<file path="src/rtl/mult_booth_n.sv">
// Sequential radix-2 Booth multiplier, N-bit operands, 2N-bit product.
// Signed or unsigned per request, with a start/done handshake.
module mult_booth_n #(
  parameter int N = 4
) (
  input  logic           clk,
  input  logic           reset,
  input  logic           start,
  input  logic           tc,
  input  logic [N-1:0]   multiplicand,
  input  logic [N-1:0]   multiplier,
  output logic           ready,
  output logic           busy,
  output logic           done,
  output logic [2*N-1:0] product
);

  localparam int W  = N + 1;
  localparam int CW = $clog2(W + 1);

  typedef enum logic [1:0] {
    IDLE,
    CALC,
    FIN
  } state_t;

  state_t state, state_n;

  logic [W:0]    a;
  logic [W-1:0]  m;
  logic [W-1:0]  q;
  logic          qm1;
  logic [CW-1:0] count;

  logic [W:0]   m_x;
  logic [W:0]   sum;
  logic [W:0]   a_n;
  logic [W-1:0] q_n;
  logic         last;

  // Guard bit on A keeps A +/- M exact before the shift.
  always_comb begin
    m_x = {m[W-1], m};
    sum = a;
    unique case ({q[0], qm1})
      2'b01:   sum = a + m_x;
      2'b10:   sum = a + ~m_x + (W+1)'(1);
      default: sum = a;
    endcase
    a_n  = {sum[W], sum[W:1]};
    q_n  = {sum[0], q[W-1:1]};
    last = (count == CW'(1));
  end

  always_ff @(posedge clk or posedge reset) begin
    if (reset) begin
      state <= IDLE;
    end else begin
      state <= state_n;
    end
  end

  always_comb begin
    state_n = state;
    ready   = 1'b0;
    busy    = 1'b0;
    done    = 1'b0;
    unique case (state)
      IDLE: begin
        ready = 1'b1;
        if (start) state_n = CALC;
      end
      CALC: begin
        busy = 1'b1;
        if (last) state_n = FIN;
      end
      FIN: begin
        busy    = 1'b1;
        done    = 1'b1;
        state_n = IDLE;
      end
      default: state_n = IDLE;
    endcase
  end

  always_ff @(posedge clk or posedge reset) begin
    if (reset) begin
      a       <= '0;
      m       <= '0;
      q       <= '0;
      qm1     <= 1'b0;
      count   <= '0;
      product <= '0;
    end else begin
      unique case (state)
        IDLE: begin
          if (start) begin
            m     <= {tc & multiplicand[N-1], multiplicand};
            q     <= {tc & multiplier[N-1], multiplier};
            a     <= '0;
            qm1   <= 1'b0;
            count <= CW'(W);
          end
        end
        CALC: begin
          a     <= a_n;
          q     <= q_n;
          qm1   <= q[0];
          count <= count - CW'(1);
          if (last) product <= {a_n[N-2:0], q_n};
        end
        default: begin
        end
      endcase
    end
  end

endmodule

</file>
<file path="config.mk">
export PLATFORM = sky130hd
export DESIGN_NAME = mult_booth_n
export DESIGN_NICKNAME = d
export VERILOG_FILES = /design/src/rtl/mult_booth_n.sv
export SDC_FILE = /design/constraint.sdc
export NUM_CORES = 1
export LEC_CHECK = 0
export CAP_MARGIN = 20
export CORE_ASPECT_RATIO = 0.75
export CORE_MARGIN = 3
export CORE_UTILIZATION = 45
export DETAILED_ROUTE_END_ITERATION = 8
export PLACE_DENSITY = 0.67
export SLEW_MARGIN = 0
export SYNTH_ARGS = -nofsm -noshare
export SYNTH_HDL_FRONTEND = slang
export SYNTH_SLANG_ARGS = --single-unit
export TNS_END_PERCENT = 10
</file>
<file path="constraint.sdc">
create_clock -name clk -period 4.34 [get_ports clk]
set_input_delay 0.868 -clock clk [delete_from_list [all_inputs] [get_ports clk]]
set_output_delay 0.868 -clock clk [all_outputs]
set_load 0.02 [all_outputs]
</file>
==> metrics.md <==
| Metric | Value |
|---|---|
| Pre-Repair DR Iteration Count | 4 |
| Worst hold slack | 0.4871 ns |
| Sw Ratio | 0.4461 |
| Synth warnings | 0 |
| Antenna diodes | 0 |
| Result of the run | complete, no violations |
| Die ar. | 0.004722 mm2 |
| Post-DP HPWL | 2.700 mm |
| Input/output buffers | 22 |
| Vias | 1359 |
| Clock transition at path regs | 0.07 ns |
| Final setup margin | 1.710 ns |
| Mux contribution to synthesized area | 0.08003 |
| Post-Route WL | 3.548 mm |
| FP Rows | 19 |
| Met3 wire length | 196 um |
| Post-synthesis simple-gate area fraction | 0.1367 |
| Die width | 78.35 um |
| H-tree depth | 2 |
| Final GP Congestion | 0.8170 |
| Fillers | 324 |
| Most common cell in the netlist | dfrtp_1 |
| Non-Filler Instances | 259 |
| CTS root buf | clkbuf_8 |
| Post-synthesis compound-gate area fraction | 0.1608 |
| Core area | 0.003709 mm2 |
| # setup viols final | 0 |
| Mean Syn Cell Area | 9.707 um2 |
| Top-level port count | 23 |
| Largest family of logic cells by synthesized area | compound AO/OA/AOI/OAI gates |
| Worst path required time | 3.47 ns |
| Crit path launch | state[1] |
| Hold buffers post-CTS | 0 |
| Grt total ovfl | 0 |
| Critical path data arrival time | 1.76 ns |
| P&R area growth vs syn | 20.40% |
| Initial antenna violation count | 0 |
| Net Sw Power | 0.7176 mW |
| Post-CTS setup buffers | 0 |
| Max Used Layer | met4 |
| Sequential fraction of the synthesis area | 0.4108 |
| Slowest stage cell on the critical path | clkdlybuf4s50_1 |
| Final worst path period share | 0.6060 |
| Final #Nets | 237 |
| Share of layout cells above drive strength 1 | 0.1063 |
| Total Routing Usage GR | 0.1601 |
| Fmax | 0.3802 GHz |
| Antenna-violating nets left | 0 |
| EDFF count, synth | 0 |
| Final Hold Fails | 0 |
| CP startpoint kind | register |
| XOR/XNOR share of the synthesized area | 0.01983 |
| Largest net degree at the start of global routing | 30 |
| Peak supply drop | 428.5 uV |
| FF-to-FF setup slack | 2.21 ns |
| Crit Path Class | register to output port |
| Area leader, netlist | dfrtp_1 |
| Maxcap violations | 0 |
| Met2 wire len | 1.653 mm |
| Flops & latches, synth | 29 |
| Synthesized cell area | 0.001767 mm2 |
| Unrepaired setup endpoints after global routing | false |
| DRC Markers | 0 |
| Power Density | 756.2 mW/mm2 |
| Asr flop ratio synth | 1.000 |
| Initial DRC count | 50 |
| Worst path cell trace | inv_1 -> ha_1 -> clkdlybuf4s50_1 |
| Setup total negative slack | 0 ns |
| Worst-Margin Slew | 0.6746 ns |
| R2R cell count | 6 |
| Worst setup endpoint | ready |
| Leakage power total | 0.9674 nW |
| RR Endpoint | a[4] |
| CTS Buffer Depth | 2 |
| Die Span Y | 60.27 um |
| Starting Density | 0.4764 |
| Synth cell count leaders | dfrtp_1, nand2_1, ha_1 |
| Synth Area in Adders | 0.1431 |
| Clock skew | 0.008946 ns |
| Hold Path Class | register to register |
| Resized Gates After CTS | 0 |
| CP endpoint kind | output port |
| First-pass GRT wire length | 5.768 mm |
| Period minus WS final | 2.630 ns |
| Fin util | 0.5735 |
| Reg2reg start | state[1] |
| Clk network pwr share | 0.135 |
| Slew HR | 0.5503 |
| Routed vias/inst | 5.247 |
| Mapped Cells | 182 |
| Slowest cell delay on critical path | 0.67 ns |
| Slew Viols, Final | 0 |
| Int Power | 0.8910 mW |
| Logic gate share of total power | 0.565 |
| Placed Instances | 250 |
| Pre-CTS WS | 1.749 ns |
| Vias in the first global route | 1277 |
| Flop pwr share | 0.300 |
| Routed WL per cell | 13.70 um |
| Post-layout instance area | 0.002127 mm2 |
| Syn nets | 213 |
| Yosys top cell area share | 0.4108 |
| CTS tree | built |
| M1 WL | 1.665 mm |
| Main synth FF type | dfrtp_1 |
| Total CTS buffers | 5 |
| CP Max Fanout | 7 |
| Dominant cells by area after synthesis | dfrtp_1, ha_1, mux2_2, nand2_1, o21ai_0 |
| Synth unique cells | 36 |
| Placed Area | 0.002026 mm2 |
| Clock tree sinks | 29 |
| Skew-Pair Late Insertion Delay | 0.28 ns |
| Total power | 1.609 mW |
## worst min-delay path by stage
| stage | startpoint | endpoint | slack, ns | cells past startpoint |
|---|---|---|---|---|
| finish | product[5] | product[5] | 0.49 | 2 |
| global route | product[5] | product[5] | 0.52 | 2 |
| CTS | product[5] | product[5] | 0.49 | 2 |
| detailed placement | product[5] | product[5] | 0.48 | 2 |
| global placement | product[6] | product[6] | 0.46 | 2 |
| floorplan | count[1] | count[1] | 0.45 | 2 |
## cell usage in the layout, fill, tap and decap left out, types with 2 or more instances in the layout
| cell | n |
|---|---|
| mux2i_1 | 4 |
| a211oi_1 | 3 |
| nand3_1 | 2 |
| nor3_1 | 2 |
| dfrtp_1 | 29 |
| ha_1 | 17 |
| a22oi_1 | 4 |
| xor2_1 | 3 |
| clkinv_2 | 2 |
| o31ai_1 | 5 |
| a21oi_1 | 10 |
| clkdlybuf4s50_1 | 22 |
| mux2_2 | 9 |
| nor2b_1 | 4 |
| clkbuf_8 | 5 |
| inv_1 | 15 |
| o21ai_0 | 15 |
| nand2_1 | 25 |
| nand2b_1 | 4 |
| fa_1 | 2 |
| nor2_1 | 7 |
## worst max-delay path, delay by kind of cell (launching register included)
family	cells	cell delay (ns)
adders and majority gates	1	0.33
buffers and inverters	2	0.76
DFF	1	0.40
## area by class of cell
type,instances,area (um2),share of cell area
clock buffer,5,68.82,0.03235
clock inverter,3,17.52,0.008235
inverter,16,60.06,0.02824
multi-input combinational,131,954.7,0.4488
sequential,29,725.7,0.3412
tap,52,65.06,0.03059
timing repair buffer,23,235.2,0.1106
## metal layers
metal  up-vias  global-route usage
met2        32              0.2573
met4         0             0.06484
li1        680                   -
met3         4             0.04819
met1       643              0.2043
met5         -                   0
## sequential cells by signal (all words and copies together), names as in the netlist
name     count
qm1          1
product      8
m            5
state        2
q            5
a            5
count        3
## cell families after synthesis
logic type	Yosys count
mux	13
simple gates	50
compound gates	45
flops	29
fa+ha+maj	19
buf+inv	22
xor+xnor	4
## power groups by stage
stage               Combinational (mW)  Sequential [mW]  Clock (mW)
finish                           0.909            0.482       0.217
global route                      1.02            0.501       0.235
CTS                              0.911            0.483       0.223
detailed placement               0.909            0.488           0
global placement                 0.888            0.478           0
floorplan                        0.648            0.499           0
Power figures use the tool's default switching activity.
